`config.mk`:
```
export PLATFORM = sky130hd
export DESIGN_NAME = instr_sequencer_flat
export DESIGN_NICKNAME = d
export VERILOG_FILES = /design/src/rtl/cpu_pkg.sv /design/src/rtl/instr_sequencer_if.sv /design/src/rtl/instr_sequencer_pc_next_calc.sv /design/src/rtl/instr_sequencer.sv /design/src/flat_wrapper.sv
export SDC_FILE = /design/constraint.sdc
export NUM_CORES = 1
export LEC_CHECK = 0
export CAP_MARGIN = 25
export CORE_UTILIZATION = 52
export CTS_CLUSTER_DIAMETER = 60
export DETAILED_ROUTE_END_ITERATION = 6
export GPL_TIMING_DRIVEN = 0
export PLACE_DENSITY = 0.92
export SLEW_MARGIN = 5
export SYNTH_ARGS = -nofsm -noshare
export SYNTH_HDL_FRONTEND = slang
export SYNTH_SLANG_ARGS = --single-unit
```
`constraint.sdc`:
```
create_clock -name clk -period 7.4 [get_ports clk]
set_input_delay 1.11 -clock clk [delete_from_list [all_inputs] [get_ports clk]]
set_output_delay 1.11 -clock clk [all_outputs]
set_load 0.02 [all_outputs]
```
`src/rtl/cpu_pkg.sv`:
```
// Shared CPU definitions: opcode constants, sequencer state encoding and opcode-class helpers.
package cpu_pkg;

    localparam logic [5:0] OP_LW    = 6'd12;
    localparam logic [5:0] OP_SW    = 6'd13;
    localparam logic [5:0] OP_BR_LO = 6'd14;
    localparam logic [5:0] OP_BR_HI = 6'd19;
    localparam logic [5:0] OP_J     = 6'd20;
    localparam logic [5:0] OP_JR    = 6'd21;
    localparam logic [5:0] OP_JAL   = 6'd22;

    typedef enum logic [2:0] {
        ST_FETCH,
        ST_DECODE,
        ST_EXEC,
        ST_MEM,
        ST_WB,
        ST_HALT
    } seq_state_t;

    function automatic logic is_cond_branch(input logic [5:0] op);
        return (op >= OP_BR_LO) && (op <= OP_BR_HI);
    endfunction

endpackage

```
`src/rtl/instr_sequencer_if.sv`:
```
// Memory handshakes, control-unit strobes and architectural outputs of the sequencer.
interface instr_sequencer_if #(
    parameter int PC_W = 32
);
    logic            imem_req;
    logic [PC_W-1:0] imem_addr;
    logic            imem_ack;
    logic [31:0]     imem_rdata;
    logic [31:0]     instr;
    logic            cu_branch;
    logic            cu_we;
    logic            cu_dmem_we;
    logic [31:0]     cu_offset;
    logic            alu_cond;
    logic            dmem_req;
    logic            dmem_we;
    logic            dmem_ack;
    logic            reg_we;
    logic [PC_W-1:0] link_val;
    logic [PC_W-1:0] pc;
    logic            halted;

    modport master (
        output imem_req, imem_addr, instr, dmem_req, dmem_we, reg_we, link_val, pc, halted,
        input  imem_ack, imem_rdata, cu_branch, cu_we, cu_dmem_we, cu_offset, alu_cond, dmem_ack
    );

    modport slave (
        input  imem_req, imem_addr, instr, dmem_req, dmem_we, reg_we, link_val, pc, halted,
        output imem_ack, imem_rdata, cu_branch, cu_we, cu_dmem_we, cu_offset, alu_cond, dmem_ack
    );
endinterface

```
`src/rtl/instr_sequencer_pc_next_calc.sv`:
```
// Combinational next-PC: sequential increment plus the control-transfer target resolved in EXEC.
module pc_next_calc
    import cpu_pkg::*;
#(
    parameter int PC_W = 32
) (
    input  logic [PC_W-1:0] pc_i,
    input  logic [5:0]      op_i,
    input  logic [31:0]     offset_i,
    input  logic            cond_i,
    output logic [PC_W-1:0] pc_inc_o,
    output logic [PC_W-1:0] exec_pc_o
);
    logic [PC_W-1:0] br_off;

    assign pc_inc_o = pc_i + PC_W'(1);
    assign br_off   = PC_W'($signed(offset_i[20:0]));

    always_comb begin
        exec_pc_o = pc_inc_o;
        if (is_cond_branch(op_i)) begin
            if (cond_i) begin
                exec_pc_o = pc_inc_o + br_off;
            end
        end else if ((op_i == OP_J) || (op_i == OP_JAL)) begin
            // Jumps replace only the low 26 bits; the upper region of pc is kept.
            exec_pc_o       = pc_i;
            exec_pc_o[25:0] = offset_i[25:0];
        end else if (op_i == OP_JR) begin
            exec_pc_o = offset_i[PC_W-1:0];
        end
    end
endmodule

```
`src/rtl/instr_sequencer.sv`:
```
// Multi-cycle fetch/decode/exec/mem/wb sequencer owning pc and the instruction register.
// Waits indefinitely on imem/dmem acks; rst aborts any outstanding access.
module instr_sequencer
    import cpu_pkg::*;
#(
    parameter int              PC_W     = 32,
    parameter logic [PC_W-1:0] RESET_PC = '0,
    parameter logic [5:0]      HALT_OP  = 6'd63
) (
    input logic               clk,
    input logic               rst,
    instr_sequencer_if.master bus
);
    seq_state_t      state_q, state_d;
    logic [PC_W-1:0] pc_q, pc_d;
    logic [31:0]     instr_q, instr_d;
    logic [PC_W-1:0] link_q, link_d;
    logic [PC_W-1:0] pc_inc, exec_pc;
    logic [5:0]      op;
    logic            unused_cu_branch;

    assign op               = instr_q[31:26];
    assign unused_cu_branch = bus.cu_branch;

    pc_next_calc #(.PC_W(PC_W)) u_pc_next (
        .pc_i      (pc_q),
        .op_i      (op),
        .offset_i  (bus.cu_offset),
        .cond_i    (bus.alu_cond),
        .pc_inc_o  (pc_inc),
        .exec_pc_o (exec_pc)
    );

    always_ff @(posedge clk) begin
        if (rst) begin
            state_q <= ST_FETCH;
            pc_q    <= RESET_PC;
            instr_q <= '0;
            link_q  <= '0;
        end else begin
            state_q <= state_d;
            pc_q    <= pc_d;
            instr_q <= instr_d;
            link_q  <= link_d;
        end
    end

    always_comb begin
        state_d = state_q;
        pc_d    = pc_q;
        instr_d = instr_q;
        link_d  = link_q;
        unique case (state_q)
            ST_FETCH: begin
                if (bus.imem_ack) begin
                    instr_d = bus.imem_rdata;
                    state_d = ST_DECODE;
                end
            end
            ST_DECODE: begin
                link_d  = pc_inc;
                state_d = (op == HALT_OP) ? ST_HALT : ST_EXEC;
            end
            ST_EXEC: begin
                if ((op == OP_LW) || (op == OP_SW)) begin
                    state_d = ST_MEM;
                end else if (is_cond_branch(op) || (op == OP_J) || (op == OP_JR)) begin
                    pc_d    = exec_pc;
                    state_d = ST_FETCH;
                end else if (op == OP_JAL) begin
                    pc_d    = exec_pc;
                    state_d = ST_WB;
                end else begin
                    state_d = ST_WB;
                end
            end
            ST_MEM: begin
                if (bus.dmem_ack) begin
                    if (op == OP_SW) begin
                        pc_d    = pc_inc;
                        state_d = ST_FETCH;
                    end else begin
                        state_d = ST_WB;
                    end
                end
            end
            ST_WB: begin
                // jal already redirected pc in EXEC.
                if (op != OP_JAL) begin
                    pc_d = pc_inc;
                end
                state_d = ST_FETCH;
            end
            default: begin
                state_d = ST_HALT;
            end
        endcase
    end

    assign bus.imem_req  = (state_q == ST_FETCH);
    assign bus.imem_addr = pc_q;
    assign bus.instr     = instr_q;
    assign bus.dmem_req  = (state_q == ST_MEM);
    assign bus.dmem_we   = (state_q == ST_MEM) && bus.cu_dmem_we;
    assign bus.reg_we    = (state_q == ST_WB) && bus.cu_we;
    assign bus.link_val  = link_q;
    assign bus.pc        = pc_q;
    assign bus.halted    = (state_q == ST_HALT);
endmodule

```
`src/flat_wrapper.sv`:
```
// flat-port wrapper written by rule: the top's interface ports become plain ports
module instr_sequencer_flat import cpu_pkg::*;
#(
    parameter int              PC_W     = 32,
    parameter logic [PC_W-1:0] RESET_PC = '0,
    parameter logic [5:0]      HALT_OP  = 6'd63
)
  (clk, rst, bus_imem_req, bus_imem_addr, bus_instr, bus_dmem_req, bus_dmem_we, bus_reg_we, bus_link_val, bus_pc, bus_halted, bus_imem_ack, bus_imem_rdata, bus_cu_branch, bus_cu_we, bus_cu_dmem_we, bus_cu_offset, bus_alu_cond, bus_dmem_ack);
  instr_sequencer_if #(.PC_W(PC_W)) bus_i ();
  input logic clk;
  input logic rst;
  output wire logic [$bits(bus_i.imem_req)-1:0] bus_imem_req;
  output wire logic [$bits(bus_i.imem_addr)-1:0] bus_imem_addr;
  output wire logic [$bits(bus_i.instr)-1:0] bus_instr;
  output wire logic [$bits(bus_i.dmem_req)-1:0] bus_dmem_req;
  output wire logic [$bits(bus_i.dmem_we)-1:0] bus_dmem_we;
  output wire logic [$bits(bus_i.reg_we)-1:0] bus_reg_we;
  output wire logic [$bits(bus_i.link_val)-1:0] bus_link_val;
  output wire logic [$bits(bus_i.pc)-1:0] bus_pc;
  output wire logic [$bits(bus_i.halted)-1:0] bus_halted;
  input wire logic [$bits(bus_i.imem_ack)-1:0] bus_imem_ack;
  input wire logic [$bits(bus_i.imem_rdata)-1:0] bus_imem_rdata;
  input wire logic [$bits(bus_i.cu_branch)-1:0] bus_cu_branch;
  input wire logic [$bits(bus_i.cu_we)-1:0] bus_cu_we;
  input wire logic [$bits(bus_i.cu_dmem_we)-1:0] bus_cu_dmem_we;
  input wire logic [$bits(bus_i.cu_offset)-1:0] bus_cu_offset;
  input wire logic [$bits(bus_i.alu_cond)-1:0] bus_alu_cond;
  input wire logic [$bits(bus_i.dmem_ack)-1:0] bus_dmem_ack;
  assign bus_imem_req = bus_i.imem_req;
  assign bus_imem_addr = bus_i.imem_addr;
  assign bus_instr = bus_i.instr;
  assign bus_dmem_req = bus_i.dmem_req;
  assign bus_dmem_we = bus_i.dmem_we;
  assign bus_reg_we = bus_i.reg_we;
  assign bus_link_val = bus_i.link_val;
  assign bus_pc = bus_i.pc;
  assign bus_halted = bus_i.halted;
  assign bus_i.imem_ack = bus_imem_ack;
  assign bus_i.imem_rdata = bus_imem_rdata;
  assign bus_i.cu_branch = bus_cu_branch;
  assign bus_i.cu_we = bus_cu_we;
  assign bus_i.cu_dmem_we = bus_cu_dmem_we;
  assign bus_i.cu_offset = bus_cu_offset;
  assign bus_i.alu_cond = bus_alu_cond;
  assign bus_i.dmem_ack = bus_dmem_ack;
  instr_sequencer #(.PC_W(PC_W), .RESET_PC(RESET_PC), .HALT_OP(HALT_OP)) u_core (.clk(clk), .rst(rst), .bus(bus_i));
endmodule
```
**Yosys cells after proc, flatten, opt, wreduce, memory -nomap -nowiden**

Cells that the tools add are included.

- Register bits after elaboration: 99
- Bits of input ports: 72

- Magnitude comparators: 2
- Mux-type cells: 18
- Reduce and logical (&&, ||, !) cells: 12
- $add $sub $neg: 2
- Eq/ne operators: 18

Operators with widths:

| cell | count |
|---|---|
| 32-bit 2-to-1 mux | 10 |
| 32-bit one-hot mux with 3 select lines | 1 |
| 32-bit by 1-bit adder with 32-bit output, second input constant | 1 |
| 32-bit adder | 1 |
| 6-bit by 5-bit equality test with 1-bit output, second input constant | 3 |
| 3-bit 2-to-1 mux | 6 |
| 3-bit one-hot mux with 5 select lines | 1 |
| 6-bit by 4-bit equality test with 1-bit output, second input constant | 2 |
| 2-bit by 1-bit inequality test with 1-bit output, second input constant | 4 |
| 3-bit by 2-bit equality test with 1-bit output, second input constant | 2 |
| 3-bit equality test, second input constant | 2 |
| 6-bit equality test, second input constant | 1 |
| 6-bit by 4-bit >= comparator with 1-bit output, second input constant | 1 |
| 6-bit by 5-bit less-or-equal comparator with 1-bit output, second input constant | 1 |
| 6-bit by 5-bit inequality test with 1-bit output, second input constant | 1 |
| 6-bit AND reduction | 1 |
| 1-bit logical OR | 4 |
| 2-bit AND reduction | 2 |
| 3-bit by 1-bit equality test with 1-bit output, second input constant | 1 |
| 1-bit logical AND | 3 |
| 3-bit logical NOT | 1 |
| 3-bit by 1-bit inequality test with 1-bit output, second input constant | 1 |
| 3-bit nonzero test | 1 |
| 2-bit inequality test, second input constant | 1 |

**Longest topological paths before layout**

- Depth in word-level cells: 8
- Depth in mapped cells: 19
- Gate-level depth less buffers: 18

**By module**

A second synthesis with hierarchy kept.

- Cell total of the unflattened synthesis: 1016
- Area total of the unflattened synthesis: 7798.7 µm²

By module, submodules not included:

| module | area an instance (µm²) | sequential area each (µm²) | instances | cells an instance |
|---|---|---|---|---|
| instr_sequencer | 4767.1 | 1981.9 | 1 | 582 |
| pc_next_calc | 3031.7 | 0.0 | 1 | 434 |

**Worst setup path before layout**

OpenSTA, ideal clock, no wires.

- Path type: reg2reg
- Start: reg u_core.pc_q[0] (netlist: u_core.bus.imem_addr[0])
- End: reg u_core.pc_q[24] (netlist: u_core.bus.imem_addr[24])
- Setup slack: 3.474 ns
- Required time: 7.286 ns
- Clock period less this slack: 3.926 ns
- Arrival time: 3.812 ns
- Stages on the path, launching flop included: 16
- Cells stage by stage: dfxtp_1 -> ha_1 -> nand3_2 -> nor2_1 -> nand3_1 -> xnor2_1 -> ha_1 -> and3_1 -> nand2_1 -> o22a_1 -> o41ai_4 -> a211oi_1 -> nor3_1 -> mux2i_1 -> a21oi_1 -> a2111oi_0

- Cells in the longest elaborated chain, start to end: 8

Ends and longest elaborated chain:

| item | RTL line | RTL |
|---|---|---|
| start: declaration | instr_sequencer.sv:15 | `logic [PC_W-1:0] pc_q, pc_d;` |
| start signal: assignment | instr_sequencer.sv:42 | `pc_q <= pc_d;` |
| 32-bit by 1-bit adder with 32-bit output (*) | instr_sequencer_pc_next_calc.sv:16 | `assign pc_inc_o = pc_i + PC_W'(1);` |
| net u_core.pc_inc[10] | instr_sequencer.sv:18 | `logic [PC_W-1:0] pc_inc, exec_pc;` |
| 32-bit adder (*) | instr_sequencer_pc_next_calc.sv:23 | `exec_pc_o = pc_inc_o + br_off;` |
| 32-bit 2-to-1 mux (*) | instr_sequencer_pc_next_calc.sv:22 | `if (cond_i) begin` |
| 32-bit 2-to-1 mux (*) | instr_sequencer_pc_next_calc.sv:21 | `if (is_cond_branch(op_i)) begin` |
| 32-bit 2-to-1 mux | instr_sequencer.sv:70 | `end else if (op == OP_JAL) begin` |
| 32-bit 2-to-1 mux (*) | instr_sequencer.sv:67 | `end else if (is_cond_branch(op) \|\| (op == OP_J) \|\| (op == OP_JR)) begin` |
| 32-bit 2-to-1 mux (*) | instr_sequencer.sv:65 | `if ((op == OP_LW) \|\| (op == OP_SW)) begin` |
| 32-bit one-hot mux with 3 select lines (*) | instr_sequencer.sv:53 | `unique case (state_q)` |

The timed path passes the listed nets; every way through them passes the cells marked *. The select of a mux whose other input is x is not followed.
A chain may end at the register's enable or synchronous reset.

**Worst setup path after layout**

- Start: reg u_core.pc_q[0] (netlist: u_core.bus.imem_addr[0])
- End: reg u_core.pc_q[31] (netlist: u_core.bus.imem_addr[31])

Same word-level chain as after synthesis.

==> results.tsv <==
stage	metric	value	unit
power	pwr-share-comb	36.6	%
clock_tree	cts_setup_buffers	0	
synthesis	synth_area_leaders	dfxtp_1 29%, a21oi_1 7.7%, nand2_1 7.4%	
floorplan	ios	205	
sta	fin_crit_sh	68.5	%
setup_path	cpPeakStageDelay	620	ps
global_routing	antenna_found_initial	0	
power	p_clk_share	27.8	%
detailed_routing	drc	0	
setup_path	cp.arrival	5310	ps
run_status	status	completed	
synthesis	synthArstFlopShare	0	%
setup_path	r2r_cells	17	
floorplan	row_count	41	
sta	slew_headroom	44.8	%
synthesis	synth_edf_count	0	
global_routing	grt_overflow	0	
synthesis	synth.distinct_cells	62	
clock_tree	path_clk_slew	80	ps
finish	drive_above_1_share	5.23	%
sta	rsz0062_at_grt	false	
setup_path	required	7650	ps
setup_path	worst-path-buf-inv	1	
synthesis	synthesis.instances	947	
power	vdd_ir_drop_max	0.000112	V
setup_path	r2r-end	u_core.bus.imem_addr[31]	
clock_tree	clkLatencyLatePin	350	ps
worst_hold_path	hold-path-cell-count	2	
global_routing	grt_max_degree	18	
setup_path	cpLargestDelayFamily	simple AND/OR/NAND/NOR gates	
job	maxCapViolCount	0	
setup_path	rr_startpoint	u_core.bus.imem_addr[0]	
floorplan	die_area	13800	sq um
floorplan	core-area	12800	sq um
synthesis	yosys_warnings	0	
detailed_routing	antenna_left	0	
sta	skew	10.8	ps
detailed_routing	routed_wl	25.2	mm
setup_path	timing.critical_path.from_type	flop	
global_routing	grt_pass1_vias	7585	
finish	stdcell_area	9490	sq um
clock_tree	cts_tree	yes	
finish	num_antenna_cells	0	
setup_path	path_cells	ha_1 -> nand3_2 -> nor3_1 -> and3_1 -> buf_2 -> nand3_1 -> xnor2_1 -> ha_1 -> nand2_1 -> nor3_1 -> nand2_1 -> o21ai_0 -> nand2_1 -> o211ai_1 -> xor2_1 -> a21o_1 -> nand3_1	
power	p_int	1.13	mW
clock_tree	clock_path_buffers	2	
sta	setup_violations	0	
detailed_routing	vias	8175	
place	placed_area	9190	sq um
clock_tree	numCtsBuffers	9	
detailed_routing	viasPerCell	6.11	
power	swShare	36.6	%
synthesis	syn_area	6930	sq um
sta	worst_pin_slew	826	ps
floorplan	die_w	117	um
synthesis	syn_nets	1059	
setup_path	cp.depth	17	
sta	drv_slew	0	
floorplan	die_y	117	um
synthesis	synthFlopType	dfxtp_1	
place	gp_congestion	0.974	
floorplan	initial_utilization	54.0	%
sta	setup_tns	0	ps
power	sequentialPowerShare	35.6	%
setup_path	path_max_fanout	11	
detailed_routing	routedWlPerCell	18.8	um
finish	mostFrequentLayoutCells	203 x clkdlybuf4s50_1, 137 x nand2_1, 107 x a21oi_1	
clock_tree	cts_sinks	99	
worst_hold_path	min_path_type	flop to flop	
finish	nets	1274	
clock_tree	htree_levels	3	
finish	area_growth	36.9	%
setup_path	crit_type	flop to flop	
global_routing	grt_pass1_wl	39.3	mm
worst_hold_path	min_from	u_core.bus.instr[14]	
sta	clock.fmax	197	MHz
power	p_per_area	188	nW/um^2
place	hpwlAfterDp	18.8	mm
setup_path	cp-end-kind	flop	
setup_path	slowest_stage	dfxtp_1	
clock_tree	post_cts_resized	0	
power	switching_power	0.652	mW
synthesis	synth_top_cell_area_share	28.6	%
clock_tree	hold_buffers	0	
worst_hold_path	holdPathEnd	u_core.bus.instr[14]	
power	leakagePower	3.88	nW
setup_path	crit_start	u_core.bus.imem_addr[0]	
global_routing	grt_usage	35.7	%
synthesis	syn_avg_cell_area	7.32	sq um
finish	layout_commonest_cell	clkdlybuf4s50_1	
detailed_routing	first_iter_violations	863	
synthesis	ys_seq_area_share	28.6	%
detailed_routing	drt_first_pass_iters	5	
setup_path	reg2reg_slack	2330	ps
place	io_buffers	203	
synthesis	yosysTopAreaCell	dfxtp_1	
setup_path	crit_top_cell	nand2_1	
sta	finalHoldViolCount	0	
synthesis	ys_ff_latch	99	
clock_tree	root_buffer	clkbuf_16	
sta	post-route-min-period	5070	ps
## synth_stat cells, drive strengths merged (2+ instances only)
cell type / count
o21ai: 53
a41oi: 2
o41ai: 3
a41o: 3
clkbuf: 46
xnor2: 32
o211ai: 10
nor3: 35
inv: 29
a31oi: 7
nand4: 12
nand3: 27
nand2b: 3
nor2: 99
nor4: 2
dfxtp: 99
o22ai: 6
and4: 6
or3: 2
a21o: 18
o221ai: 4
a221oi: 12
a21oi: 107
xor2: 24
o31ai: 3
o21a: 2
a22oi: 3
a21boi: 3
and3: 18
a221o: 6
a211oi: 21
nand3b: 2
nor2b: 2
buf: 38
ha: 39
nand2: 137
o21bai: 4
and2: 9
a2111oi: 3
## sequential cells by signal, summed over array words and instances, names as in the netlist
name	flops
u_core.bus.instr	32
u_core.bus.imem_addr	32
u_core.state_q	3
u_core.bus.link_val	32
## cell type report
type,count,area [sq um]
buffer,84,443
clock buffer,10,229
clock inverter,6,73.8
fill,1015,3340
inverter,29,109
multi-input combinational,735,4400
sequential,99,1980
tap,172,215
timing repair buffer,204,2040
## worst max-delay path by stage
stage                                           to  slack [ps]
after floorplan           u_core.bus.imem_addr[24]        3470
after global placement    u_core.bus.imem_addr[31]        2620
after detailed placement  u_core.bus.imem_addr[31]        2550
after CTS                 u_core.bus.imem_addr[31]        2520
after global routing      u_core.bus.imem_addr[31]        2080
final                     u_core.bus.imem_addr[31]        2330
## worst register-to-register path, stage by stage, from the launching register on
cell and delay, ps:
dfxtp_1 620, ha_1 400, nand3_2 220, nor3_1 520, and3_1 240, buf_2 170
nand3_1 110, xnor2_1 490, ha_1 340, nand2_1 100, nor3_1 260, nand2_1 70
o21ai_0 490, nand2_1 140, o211ai_1 260, xor2_1 290, a21o_1 170, nand3_1 70
## power by group through the flow
stage / Combinational, mW / Clock (mW) / Sequential [mW]
3_3_place_gp: 0.624 / 0 / 0.642
6_report: 0.652 / 0.496 / 0.634
4_1_cts: 0.640 / 0.488 / 0.633
2_1_floorplan: 0.316 / 0 / 0.694
3_5_place_dp: 0.635 / 0 / 0.644
5_1_grt: 0.695 / 0.514 / 0.641
## logic make-up after synthesis
logic type      Yosys count  share of synthesized area (%)
mux                       2                          0.307
flops                    99                           28.6
xor+xnor                 56                           7.08
buf+inv                 113                           7.96
simple gates            358                           23.2
fa+ha+maj                40                           7.33
compound gates          279                           25.6
## metrics by stage
stage	setup WS (ps)	cells	power [mW]	util, %	hold WS, ps
after floorplan	3470	947	1.01	-	534
final	2330	1339	1.78	74.0	456
after global placement	2620	1322	1.27	71.6	441
after global routing	2080	1339	1.85	74.0	474
after CTS	2520	1339	1.76	74.0	456
after detailed placement	2550	1323	1.28	71.6	447
## layer usage
layer	part of all wire (%)	wire length, um	global-route usage (%)	vias to the layer above
met1	39	9800	45.0	3723
met5	0	0	0	-
li1	-	-	-	3775
met4	4.2	1050	18.5	0
met2	46	11600	58.1	563
met3	11	2810	6.40	114
No activity file was read; power rests on OpenSTA's default activity.
